===== config.mk =====
export PLATFORM = sky130hd
export DESIGN_NAME = tlb_walker
export DESIGN_NICKNAME = d
export VERILOG_FILES = /design/src/rtl/tlb_walker.sv
export SDC_FILE = /design/constraint.sdc
export NUM_CORES = 1
export LEC_CHECK = 0
export CAP_MARGIN = 30
export CORE_AREA = 2 2 165 167
export CTS_CLUSTER_SIZE = 25
export DETAILED_ROUTE_END_ITERATION = 10
export DIE_AREA = 0 0 167 169
export PLACE_DENSITY = 0.84
export SYNTH_ARGS = -nofsm -noshare
export SYNTH_HDL_FRONTEND = slang
export SYNTH_SLANG_ARGS = --single-unit

===== constraint.sdc =====
create_clock -name clk -period 4.7 [get_ports clk]
set_clock_uncertainty 0.1 [all_clocks]
set_input_delay 0.47 -clock clk [delete_from_list [all_inputs] [get_ports clk]]
set_output_delay 0.47 -clock clk [all_outputs]
set_load 0.05 [all_outputs]

===== src/rtl/tlb_walker.sv =====
// tlb_walker: radix page-table walker that refills the TLB on a miss.
// Define TLB_WALK_CACHE_EN to add a one-entry cache of the top-level PTE.
module tlb_walker #(
    parameter int LEVELS = 4,
    parameter int PCID_W = 12
) (
    input  logic              clk,
    input  logic              rst,
    input  logic              miss_valid,
    output logic              miss_ready,
    input  logic [63:0]       miss_va,
    input  logic [PCID_W-1:0] miss_pcid,
    input  logic [63:0]       ptbr,
    input  logic              flush,
    output logic              mem_req_valid,
    input  logic              mem_req_ready,
    output logic [63:0]       mem_req_addr,
    input  logic              mem_rsp_valid,
    input  logic [63:0]       mem_rsp_data,
    output logic              fill_valid,
    output logic [63:0]       fill_va,
    output logic [63:0]       fill_pa,
    output logic [PCID_W-1:0] fill_pcid,
    output logic              fault,
    output logic [2:0]        dbg_state
);
    localparam int LVL_W   = (LEVELS > 1) ? $clog2(LEVELS) : 1;
    localparam int TOP_LSB = 12 + 9 * (LEVELS - 1);
    localparam logic [LVL_W-1:0] TOP_LVL  = LVL_W'(LEVELS - 1);
    localparam logic [LVL_W-1:0] NEXT_LVL = LVL_W'((LEVELS > 1) ? LEVELS - 2 : 0);

    typedef enum logic [2:0] {
        S_IDLE  = 3'd0,
        S_REQ   = 3'd1,
        S_WAIT  = 3'd2,
        S_FILL  = 3'd3,
        S_FAULT = 3'd4
    } state_t;

    state_t            state_q, state_d;
    logic [63:0]       va_q, base_q, pa_q;
    logic [PCID_W-1:0] pcid_q;
    logic [LVL_W-1:0]  level_q;

    logic [6:0]  shamt;
    logic [8:0]  idx;
    logic [63:0] off_mask, leaf_pa, next_base;
    logic        pte_v, pte_l, accept, rsp_take, cache_hit;
    logic [63:0] cache_base;
    logic        unused_rsp_bits;

    // Bit offset of the current level's 9-bit index; also the page-offset width of a leaf here.
    assign shamt     = 7'd12 + 7'(9 * level_q);
    assign idx       = 9'(va_q >> shamt);
    assign off_mask  = (64'd1 << shamt) - 64'd1;
    assign pte_v     = mem_rsp_data[0];
    assign pte_l     = mem_rsp_data[1];
    assign leaf_pa   = ({12'd0, mem_rsp_data[51:0]} & ~off_mask) | (va_q & off_mask);
    assign next_base = {12'd0, mem_rsp_data[51:12], 12'd0};
    assign unused_rsp_bits = ^mem_rsp_data[63:52];

    assign accept   = (state_q == S_IDLE) && miss_valid;
    assign rsp_take = (state_q == S_WAIT) && mem_rsp_valid;

    assign mem_req_addr = base_q + {52'd0, idx, 3'd0};
    assign fill_va      = va_q;
    assign fill_pa      = pa_q;
    assign fill_pcid    = pcid_q;
    assign dbg_state    = state_q;

    // Handshakes: a transfer happens on a rising edge where valid and ready are both high;
    // mem_req_valid/mem_req_addr are held unchanged until that edge.
    always_ff @(posedge clk) begin
        if (rst) state_q <= S_IDLE;
        else     state_q <= state_d;
    end

    always_comb begin
        state_d       = state_q;
        miss_ready    = 1'b0;
        mem_req_valid = 1'b0;
        fill_valid    = 1'b0;
        fault         = 1'b0;
        unique case (state_q)
            S_IDLE: begin
                miss_ready = 1'b1;
                if (miss_valid) state_d = S_REQ;
            end
            S_REQ: begin
                mem_req_valid = 1'b1;
                if (mem_req_ready) state_d = S_WAIT;
            end
            S_WAIT: begin
                if (mem_rsp_valid) begin
                    if (!pte_v)              state_d = S_FAULT;
                    else if (pte_l)          state_d = S_FILL;
                    else if (level_q == '0)  state_d = S_FAULT;
                    else                     state_d = S_REQ;
                end
            end
            S_FILL: begin
                fill_valid = 1'b1;
                state_d    = S_IDLE;
            end
            S_FAULT: begin
                fault   = 1'b1;
                state_d = S_IDLE;
            end
            default: state_d = S_IDLE;
        endcase
    end

    always_ff @(posedge clk) begin
        if (rst) begin
            va_q    <= '0;
            pcid_q  <= '0;
            base_q  <= '0;
            level_q <= '0;
            pa_q    <= '0;
        end else if (accept) begin
            va_q   <= miss_va;
            pcid_q <= miss_pcid;
            if (cache_hit) begin
                level_q <= NEXT_LVL;
                base_q  <= cache_base;
            end else begin
                level_q <= TOP_LVL;
                base_q  <= ptbr;
            end
        end else if (rsp_take && pte_v) begin
            if (pte_l) begin
                pa_q <= leaf_pa;
            end else if (level_q != '0) begin
                base_q  <= next_base;
                level_q <= level_q - LVL_W'(1);
            end
        end
    end

`ifdef TLB_WALK_CACHE_EN
    logic              wc_valid;
    logic [PCID_W-1:0] wc_pcid;
    logic [8:0]        wc_tag;
    logic [63:0]       wc_ptbr, wc_base, ptbr_q;
    logic              wc_write;

    assign wc_write = rsp_take && pte_v && !pte_l && (LEVELS > 1) && (level_q == TOP_LVL);
    assign cache_hit = (LEVELS > 1) && wc_valid && (wc_pcid == miss_pcid)
                       && (wc_tag == miss_va[TOP_LSB +: 9]) && (wc_ptbr == ptbr);
    assign cache_base = wc_base;

    always_ff @(posedge clk) begin
        if (rst)         ptbr_q <= '0;
        else if (accept) ptbr_q <= ptbr;
    end

    // A flush in the same cycle as a refill leaves the entry invalid.
    always_ff @(posedge clk) begin
        if (rst || flush) begin
            wc_valid <= 1'b0;
        end else if (wc_write) begin
            wc_valid <= 1'b1;
            wc_pcid  <= pcid_q;
            wc_tag   <= va_q[TOP_LSB +: 9];
            wc_ptbr  <= ptbr_q;
            wc_base  <= next_base;
        end
    end
`else
    logic unused_flush;
    assign unused_flush = flush;
    assign cache_hit    = 1'b0;
    assign cache_base   = '0;
`endif

endmodule


==> summary.txt, run 1 <==
Timing
  • Slew Viols, Final: 0
  • Final Hold Fails: 0
  • Minimum clock period: ~4500 ps
  • Period utilization: between 90 and 100%
  • Worst-Margin Slew: roughly 900 ps
  • Slew HR: between 40% and 50%
  • Final setup violation count: 0
  • TNS Setup: 0 ps
  • Max Fclk: roughly 220 MHz
  • RSZ-0062 raised after global routing: no

Synthesis
  • Number of flops mapped to enable cells by yosys: 0
  • Avg Inst Size Synth: between 8 and 9 um^2
  • Yosys Warn Count: 0
  • Syn_nets: about 1500
  • Post-synthesis sequential area ratio: roughly 41%
  • Synth async-reset ratio: 0%
  • FF+latch count, synth: about 210
  • Synth unique cells: 57
  • Post-Synthesis Cells: 1231
  • Synthesized area: roughly 10000 um^2
  • Synth Flop Type: dfxtp_1

Floorplanning
  • DIE AREA: between 20000 and 30000 um^2
  • Die Width: 167 um
  • FP Rows: 60
  • Die height: 169 um
  • Core Area: 26500 um^2
  • Starting density of the core: 38.66%
  • IO Count: around 420

Worst hold path
  • Hold Path Stages: 2
  • Hold Crit Class: register to register

Power and ir drop
  • Pwr/cell area: 427.8 nW/um^2
  • Switching Fraction: roughly two fifths
  • Combinational Power Share: between 30% and 40%
  • Net Sw Power: ~2600 uW
  • Sequential Power Share: between 30% and 40%
  • Total power: a little under 7000 uW
  • Internal: approximately 4200 uW
  • Leak Pwr: just over 0.006 uW
  • Power share of the clock group: between 20% and 30%
  • Peak supply drop: 0.3225 mV

Global route
  • Grt ovf: 0
  • Largest net degree at the start of global routing: between 100 and 150
  • First-pass GRT wire length: between 60000 and 70000 um
  • Number of global-route vias before repair: roughly 10000
  • GRT Total Usage: 27.71%
  • Initial antenna violation count: 2

Job
  • Max-Cap Viols: 0

Clock tree
  • Htree depth: 1
  • CTS tree: built
  • Clk pin slew, worst setup/hold paths: about 60 ps
  • Clock root buffer: clkbuf_16
  • CTS sink cnt: between 200 and 250
  • Cts bufs inserted: 24
  • Clk buf depth: 3
  • Worst-Skew Late Latency: around 530 ps
  • # hold bufs at CTS: 0

Setup path
  • Worst Setup Start Kind: register
  • CP Max Fanout: 10
  • Worst path bufs/invs: 3
  • Worst Path Arrival: roughly 4000 ps
  • Critical path's largest stage delay: around 570 ps
  • Req. time, crit path: roughly 4100 ps
  • R2r worst-path depth: 10
  • Levels on crit path: 11
  • CP Capture Type: output pin
  • Crit-path cells: buf_4 -> mux4_2 -> ha_1 -> a21o_1 -> a21oi_1 -> a21oi_1 -> buf_4 -> o21a_1 -> nand3_1 -> xnor2_1 -> buf_12
  • Reg2reg setup slack: 1170 ps
  • Worst path slowest cell: mux4_2
  • Crit Path Category: register to output pin
  • Crit-path leading delay family: compound AO/OA/AOI/OAI gates

Drt
  • Via count: 10750
  • Post-route ant nets: 0
  • Router iterations before antenna repair: 5
  • Via density per instance: roughly 5.5
  • Detailed Route WL: 41250 um
  • Drt drc: 0
  • DRT iter0 DRCs: between 1000 and 1500
  • WL/cell: about 21 um

Layout
  • Register Area: 4187 um^2
  • Layout Cells excl Fill: between 1500 and 2000
  • Layout cells sized above 1: 9.193%
  • Multi-input gate area: 5628 um^2
  • Area grow syn2layout: 55.22%
  • Final instance area: roughly 16000 um^2
  • Filler cells: about 2200
  • Final Net Count: 1811

Placed design
  • Placed wire-length estimate: between 30000 and 40000 um
  • RD Place Congestion: roughly 0.94
  • Inst Count DP: between 1500 and 2000
  • IO Port Bufs: between 400 and 500
  • DP Area: 14990 um^2

Run status
  • Run status: complete, no violations
[synthesized netlist by cell type, drive strengths merged (13+ instances only)]
cell type  instances  share of area [%]
clkbuf            59                2.2
dfxtp            209                 41
nor3              18                1.0
nand4             23                1.7
xor2              28                2.4
nand2            226                8.3
buf               38                2.0
xnor2             37                3.2
a211oi            86                6.3
a21oi            127                6.2
ha                19                2.3
inv               13               0.48
nor2             136                5.1
mux2i             85                8.3
o21ai             13               0.67
nand3             45                2.2
[flip-flops by register name (all words and copies together), names as in the netlist]
signal	cells
fill_pcid	12
fill_pa	64
level_q	2
base_q	64
dbg_state	3
fill_va	64
[power by group through the flow]
stage | logic, uW | clock network, uW | registers, uW
floorplan | 1250 | 0 | 2460
detailed placement | 2580 | 0 | 2240
global route | 2740 | 2080 | 2240
CTS | 2600 | 2010 | 2210
global placement | 2530 | 0 | 2230
finish | 2610 | 1980 | 2210
[layer usage]
| metal | GRT usage [%] | vias to the layer above | routed length, um |
|---|---|---|---|
| met4 | 9.708 | 0 | 1474 |
| li1 | - | 5002 | - |
| met2 | 46.13 | 588 | 19510 |
| met5 | 0 | - | 0 |
| met1 | 35.92 | 5070 | 16830 |
| met3 | 5.448 | 93 | 3439 |
[through the flow]
step                utilization, %  hold WS [ps]  setup WS (ps)
floorplan                        -         347.9          181.0
global placement             56.35         341.3          529.7
detailed placement           56.55         347.6          377.8
CTS                          59.79         355.8          2.376
global route                 60.01         380.4          63.09
finish                       60.01         353.3          184.1
[what timing repair did]
| item | in CTS | in global routing |
|---|---|---|
| pin swaps | 0 | 1 |
| gates cloned | 0 | 1 |
| buffers inserted | 1 | 0 |
| endpoints found under the setup margin | 22 | 29 |
| resized for setup | 3 | 5 |
[layout by cell type, fill, tap and decap left out, types with 7 or more instances in the layout]
cell type	instances
ha_1	19
mux4_2	9
inv_1	13
nand4_1	19
mux2i_1	85
a211oi_1	85
buf_12	54
and3_1	7
nor3_1	15
buf_4	13
a21oi_1	127
clkdlybuf4s50_1	349
o21ai_0	10
xor2_1	27
clkbuf_16	24
nor2_1	135
nand2_1	225
nand3_1	44
xnor2_1	37
dfxtp_1	207
[worst register-to-register path, cell delays in order, from the launching register on]
cell and delay [ps]:
dfxtp_2 410, buf_4 230, inv_1 160, ha_1 380, o21a_1 240, o21ai_0 640, ha_1 460, a21oi_1 120
nor3_1 300, mux2i_1 260, a211oi_1 100
[cell families (layout without fill, tap and decap cells)]
family                     Yosys count  count (layout)  synth area share [%]
and+or+nand+nor                    485             485                 21.08
xor gates and xnor gates            65              65                 5.556
adders and majority gates           20              20                 2.516
muxes                               95              95                 10.39
other                                1               3               0.03660
AOI/OAI and AO/OA                  246             247                 14.92
buffers and inverters              110             477                 4.665
DFF                                209             209                 40.84
[final timing paths]
path,from,to
worst max-delay path,level_q[0],mem_req_addr[38]
worst min-delay path,fill_pcid[0],fill_pcid[0]
worst max register to register,level_q[0],fill_pa[43]
worst min register to register,fill_pcid[0],fill_pcid[0]
[area by class of cell]
type	instances	share of cell area, %
antenna	2	0.03147
clock buffer	34	4.390
clock inverter	10	0.9126
inverter	13	0.3068
multi-input combinational	913	35.39
sequential	209	26.32
tap	341	2.683
timing repair buffer	420	29.97
No activity file was read; power rests on OpenSTA's default activity.
==> run 2: changes to the inputs <==
--- a/config.mk
+++ b/config.mk
@@ -14,3 +14,4 @@
 export SYNTH_ARGS = -nofsm -noshare
 export SYNTH_HDL_FRONTEND = slang
 export SYNTH_SLANG_ARGS = --single-unit
+export TNS_END_PERCENT = 5
==> run 2 against run 1 <==
  * Critical path depth did not move
  * Largest power group unchanged
  * Global-route usage barely moved
  * Clock power barely moved
  * Highest routed layer unchanged
  * Sequential cell count did not move
  * Die area did not move
  * Non-clock buffer count rose by 2
  * Clock-buffer cell count did not move
==> summary.txt, run 2 (synthesis results as in run 1) <==
Setup path
  • Worst Path Arrival: 3980 ps (+30 ps)
  • Worst path most repeated cell: buf_12
  • Crit Path Category: register to output pin
  • Req. time, crit path: 4130 ps (about the same)
  • Worst path slowest cell: mux4_2
  • CP Capture Type: output pin
  • CP Max Fanout: 6 (-4)
  • Worst Setup Start Kind: register
  • Crit-path cells: buf_4 -> mux4_2 -> fa_1 -> a211oi_1 -> o21ai_1 -> a221o_2 -> buf_12 -> nand4_2 -> nor2_1 -> xnor2_1 -> buf_12
  • Critical path's largest stage delay: 600 ps (+30 ps)

Clock tree
  • Htree depth: 1 (unchanged)
  • Worst-Skew Late Latency: 530 ps (about the same)
  • # hold bufs at CTS: 0 (unchanged)
  • Clk buf depth: 3 (unchanged)
  • Clk pin slew, worst setup/hold paths: 60 ps (about the same)
  • Cts bufs inserted: 24 (unchanged)
  • CTS tree: built
  • Clock root buffer: clkbuf_16
  • CTS sink cnt: 209 (unchanged)

Placed design
  • Placed wire-length estimate: 30470 um (unchanged)
  • RD Place Congestion: 0.9358 (unchanged)
  • DP Area: 14990 um^2 (unchanged)
  • Post-place setup slack: 377.8 ps (unchanged)
  • IO Port Bufs: 405 (unchanged)

Drt
  • DRT iter0 DRCs: 987 (-2.6%)
  • Drt drc: 0 (unchanged)
  • Via count: 10780 (+0.22%)
  • WL/cell: 21.18 um (-0.30%)
  • Via density per instance: 5.547 (+0.17%)
  • Post-route ant nets: 0 (unchanged)
  • Detailed Route WL: 41150 um (-0.24%)
  • Router iterations before antenna repair: 5 (unchanged)

Job
  • Max-Cap Viols: 0 (unchanged)

Run status
  • Run status: complete, no violations

Global route
  • First-pass GRT wire length: 61710 um (-0.11%)
  • Grt ovf: 0 (unchanged)
  • Initial antenna violation count: 2 (unchanged)
  • GRT Total Usage: 27.68% (-0.030 points)
  • Largest net degree at the start of global routing: 107 (unchanged)
  • Number of global-route vias before repair: 10480 (-0.11%)

Floorplanning
  • IO Count: 421 (unchanged)
  • FP Rows: 60 (unchanged)
  • Die Width: 167 um (unchanged)
  • Starting density of the core: 38.66% (unchanged)
  • Core Area: 26500 um^2 (unchanged)
  • DIE AREA: 28220 um^2 (unchanged)
  • Die height: 169 um (unchanged)

Power and ir drop
  • Sequential Power Share: 32.5% (about the same)
  • Power share of the clock group: 29.2% (about the same)
  • Pwr/cell area: 428.0 nW/um^2 (about the same)
  • Peak supply drop: 0.3364 mV (+4.3%)
  • Internal: 4182 uW (about the same)
  • Total power: 6810 uW (about the same)
  • Combinational Power Share: 38.3% (about the same)
  • Switching Fraction: 38.58% (+0.040 points)
  • Leak Pwr: 0.006183 uW (+0.12%)
  • Net Sw Power: 2627 uW (+0.18%)

Timing
  • TNS Setup: 0 ps (unchanged)
  • Period utilization: 96.88% (+0.80 points)
  • RSZ-0062 raised after global routing: no
  • Max Fclk: 219.6 MHz (-0.82%)
  • Worst-Margin Slew: 936.2 ps (+41.07 ps)
  • Slew Viols, Final: 0 (unchanged)
  • Final Hold Fails: 0 (unchanged)
  • Minimum clock period: 4553 ps (+37.51 ps)
  • Slew HR: 37.59% (-2.7 points)
  • Setup slack after layout: 146.5 ps (-37.51 ps)
  • Final setup violation count: 0 (unchanged)

Layout
  • Final Net Count: 1812 (+0.055%)
  • Filler cells: 2227 (-0.045%)
  • Commonest non-fill, non-tap cell in the layout: clkdlybuf4s50_1
  • Layout cells sized above 1: 9.188% (about the same)
  • Multi-input gate area: 5609 um^2 (-0.33%)
  • Post-layout util: 60.04% (about the same)
  • Area grow syn2layout: 55.28% (about the same)
  • Most frequent cells in the layout: clkdlybuf4s50_1, nand2_1, dfxtp_1
  • Final instance area: 15910 um^2 (about the same)
  • Register Area: 4187 um^2 (unchanged)

Worst hold path
  • Hold Crit Class: register to register
-- run 2: cell count changes in the layout (fill, tap and decap cells not counted) --
| cell | before | now |
|---|---|---|
| o21ai_1 | 0 | 1 |
| buf_2 | 0 | 1 |
| a211oi_1 | 85 | 86 |
| buf_12 | 54 | 55 |
| a221o_1 | 1 | 0 |
| o21ai_2 | 3 | 2 |
| a211oi_2 | 1 | 0 |
-- run 2: area by class of cell --
| class | instances | share of cell area [%] |
|---|---|---|
| diodes | 2 | 0.03146 |
| clock buffers | 34 | 4.388 |
| clock inverters | 10 | 0.9122 |
| inverters | 13 | 0.3067 |
| multi-input cells | 912 | 35.25 |
| flip-flops and latches | 209 | 26.31 |
| well taps | 341 | 2.682 |
| repair buffers | 422 | 30.11 |
-- run 2: power by group through the flow --
stage          Clock, uW  Sequential [uW]  Combinational, uW
6_report            1990             2210               2610
5_1_grt             2080             2240               2730
4_1_cts             2010             2210               2600
3_5_place_dp           0             2240               2580
3_3_place_gp           0             2230               2530
2_1_floorplan          0             2460               1250
-- run 2: final timing paths --
kind,depth (start not counted),end,slack (ps),start
setup / recovery,11,mem_req_addr[47],150,level_q[0]
hold / removal,2,fill_pcid[0],350,fill_pcid[0]
hold reg to reg,2,fill_pcid[0],350,fill_pcid[0]
setup reg to reg,10,fill_pa[43],1210,level_q[0]
-- run 2: critical path, delay by kind of cell (launching register included) --
kind                     cells  cell delay (ps)
buffers and inverters        3              540
adder cells (fa/ha/maj)      1              500
multiplexers                 1              600
AO/OA/AOI/OAI                3              910
AND/OR/NAND/NOR              2              220
XOR/XNOR                     1              270
flip-flops                   1              410
-- run 2: routing by layer --
layer | share of wire [%] | vias to the layer above | wire, um | GRT usage [%]
met5 | 0 | - | 0 | 0
met1 | 41 | 5162 | 17000 | 35.95
met4 | 3.6 | 0 | 1495 | 9.670
li1 | - | 4982 | - | -
met2 | 47 | 538 | 19450 | 46.04
met3 | 7.8 | 95 | 3209 | 5.401
-- run 2: repair_timing --
item / 4_1_cts / 5_1_grt
buffers inserted: 0 / 3
gates cloned: 0 / 0
pin swaps: 0 / 1
endpoints found under the setup margin: 22 / 15
resized for setup: 4 / 2
-- run 2: metrics by stage --
step / cells / hold slack (ps)
5_1_grt: 1943 / 380.4
3_3_place_gp: 1891 / 341.3
2_1_floorplan: 1231 / 347.9
3_5_place_dp: 1893 / 347.6
4_1_cts: 1937 / 355.8
6_report: 1943 / 353.7
==> run 3: changes to the inputs <==
--- a/config.mk
+++ b/config.mk
@@ -10,7 +10,7 @@
 export CTS_CLUSTER_SIZE = 25
 export DETAILED_ROUTE_END_ITERATION = 10
 export DIE_AREA = 0 0 167 169
-export PLACE_DENSITY = 0.84
+export PLACE_DENSITY = 0.73
 export SYNTH_ARGS = -nofsm -noshare
 export SYNTH_HDL_FRONTEND = slang
 export SYNTH_SLANG_ARGS = --single-unit
==> run 3 against run 2 <==
  * Setup slack worse by 24 ps
  * Register-to-register slack better by 20 ps
  * Maximum frequency down 0.52%
  * Sequential power about the same
  * Sequential cell count unchanged
  * Worst hold slack about the same
  * Largest cell class unchanged
  * Highest routed layer unchanged
==> summary.txt, run 3 (synthesis results as in run 1) <==
Floorplanning
  • Die Width: 167 um (unchanged)
  • Core Area: 26500 um^2 (unchanged)
  • Starting density of the core: 38.66% (unchanged)
  • DIE AREA: 28220 um^2 (unchanged)
  • FP Rows: 60 (unchanged)
  • Die height: 169 um (unchanged)
  • IO Count: 421 (unchanged)

Setup path
  • RR Startpoint: level_q[0]
  • CP Max Fanout: 11 (+5)
  • Worst Path Arrival: 4010 ps (+30 ps)
  • Req. time, crit path: 4130 ps (about the same)
  • Worst Setup Start Kind: register
  • CP Capture Type: output pin
  • Crit Path Category: register to output pin
  • Reg2reg setup slack: 1230 ps (+20 ps)
  • CP startpoint: level_q[0]

Clock tree
  • Htree depth: 1 (unchanged)
  • Clock root buffer: clkbuf_16
  • CTS sink cnt: 209 (unchanged)
  • Post-CTS setup buffers: 0 (unchanged)
  • CTS tree: built
  • # hold bufs at CTS: 0 (unchanged)
  • Clk pin slew, worst setup/hold paths: 60 ps (about the same)
  • Clk buf depth: 3 (unchanged)
  • Worst-Skew Late Latency: 520 ps (about the same)
  • Cts bufs inserted: 24 (unchanged)

Timing
  • Slew HR: 37.77% (+0.18 points)
  • Max Fclk: 218.5 MHz (-0.52%)
  • Worst-Margin Slew: 933.5 ps (-2.736 ps)
  • RSZ-0062 raised after global routing: yes
  • Minimum clock period: 4577 ps (+23.64 ps)
  • TNS Setup: 0 ps (unchanged)
  • Period utilization: 97.39% (+0.50 points)
  • Final setup violation count: 0 (unchanged)
  • Min Hold Slack: 354.1 ps (+0.3820 ps)
  • Final Hold Fails: 0 (unchanged)
  • Slew Viols, Final: 0 (unchanged)

Layout
  • Layout cells sized above 1: 9.011% (-0.18 points)
  • Area grow syn2layout: 54.79%
  • Final Net Count: 1811 (-0.055%)
  • Most frequent cells in the layout: clkdlybuf4s50_1, nand2_1, dfxtp_1
  • Commonest non-fill, non-tap cell in the layout: clkdlybuf4s50_1
  • Filler cells: 2365 (+6.2%)

Global route
  • Grt ovf: 0 (unchanged)
  • Largest net degree at the start of global routing: 109 (+1.9%)
  • First-pass GRT wire length: 59370 um (-3.8%)
  • Number of global-route vias before repair: 10030 (-4.3%)
  • Initial antenna violation count: 3 (+1)
  • GRT Total Usage: 26.84% (-0.84 points)

Worst hold path
  • Hold Crit Class: register to register
  • Hold Crit Start: fill_pcid[9]

Power and ir drop
  • Net Sw Power: 2585 uW (-1.6%)
  • Power share of the clock group: 29.4% (+0.2 points)
  • Sequential Power Share: 32.5% (about the same)
  • Total power: 6796 uW (-0.20%)
  • Combinational Power Share: 38.1% (-0.2 points)
  • Peak supply drop: 0.3058 mV (-9.1%)
  • Switching Fraction: 38.04% (-0.54 points)
  • Internal: 4211 uW (+0.67%)
  • Leak Pwr: 0.006175 uW (-0.13%)
  • Pwr/cell area: 428.5 nW/um^2 (+0.11%)

Drt
  • Detailed Route WL: 39870 um (-3.1%)
  • Via density per instance: 5.395 (-2.7%)
  • WL/cell: 20.53 um (-3.1%)
  • Router iterations before antenna repair: 5 (unchanged)
  • Via count: 10480 (-2.8%)
  • Post-route ant nets: 0 (unchanged)
  • Drt drc: 0 (unchanged)
  • DRT iter0 DRCs: 648 (-34%)

Placed design
  • RD Place Congestion: 0.9079 (-3.0%)
  • IO Port Bufs: 405 (unchanged)
  • Placed wire-length estimate: 29600 um (-2.9%)

Run status
  • Run status: complete, no violations

Job
  • Max-Cap Viols: 0 (unchanged)
[run 3: cell types whose count changed in the layout (fill, tap and decap cells not counted), sizes merged]
cell	delta
clkinv	+1
clkinvlp	-2
buf	-1
clkbuf	+1
inv	-1
diode	+1
[run 3: metal layers]
metal | GRT usage [%] | routed length [um] | vias up
li1 | - | - | 4996
met1 | 33.71 | 16410 | 4956
met2 | 45.75 | 19160 | 440
met3 | 5.798 | 2879 | 86
met4 | 9.108 | 1415 | 0
met5 | 0 | 0 | -
[run 3: timing repair]
action                                  CTS  global route
resized for setup                         3             3
gates cloned                              0             0
endpoints found under the setup margin   35            29
[run 3: cell type report]
class / instances / area (um^2) / share of cell area, %
clock buffer: 35 / 723.2 / 4.560
timing repair buffer: 421 / 4748 / 29.94
antenna: 3 / 7.507 / 0.04733
multi-input combinational: 912 / 5602 / 35.32
tap: 341 / 426.7 / 2.690
inverter: 13 / 48.80 / 0.3077
sequential: 209 / 4189 / 26.41
clock inverter: 8 / 115.1 / 0.7258
[run 3: critical path, cell delays in order, from the launching register on]
cell and delay [ps]:
dfxtp_4 440, mux4_2 550, ha_1 230, fa_1 430, a211oi_1 270, o21ai_0 220
a221o_2 540, nand4_2 250, nor2_1 80, xor2_1 280, buf_12 180
[run 3: worst paths after layout]
kind | endpoint | depth (start not counted)
worst max-delay path | mem_req_addr[49] | 10
worst min-delay path | fill_pcid[9] | 2
worst max register to register | fill_pa[43] | 10
worst min register to register | fill_pcid[9] | 2
[run 3: power by group through the flow]
stage	sequential, uW	combinational, uW	clock [uW]
2_1_floorplan	2460	1250	0
3_3_place_gp	2230	2540	0
3_5_place_dp	2240	2590	0
4_1_cts	2200	2600	2030
5_1_grt	2230	2730	2090
6_report	2210	2590	2000
[run 3: per-stage QoR]
step                      util (%)  cells  area [um^2]  setup slack [ps]
after global routing         59.83   1940        15860            -21.76
after global placement       56.36   1893        14930             364.7
final                        59.85   1942        15860             122.9
after floorplan                  -   1231        10250             181.0
after detailed placement     56.62   1896        15000             341.8
after CTS                    59.80   1939        15850             8.024
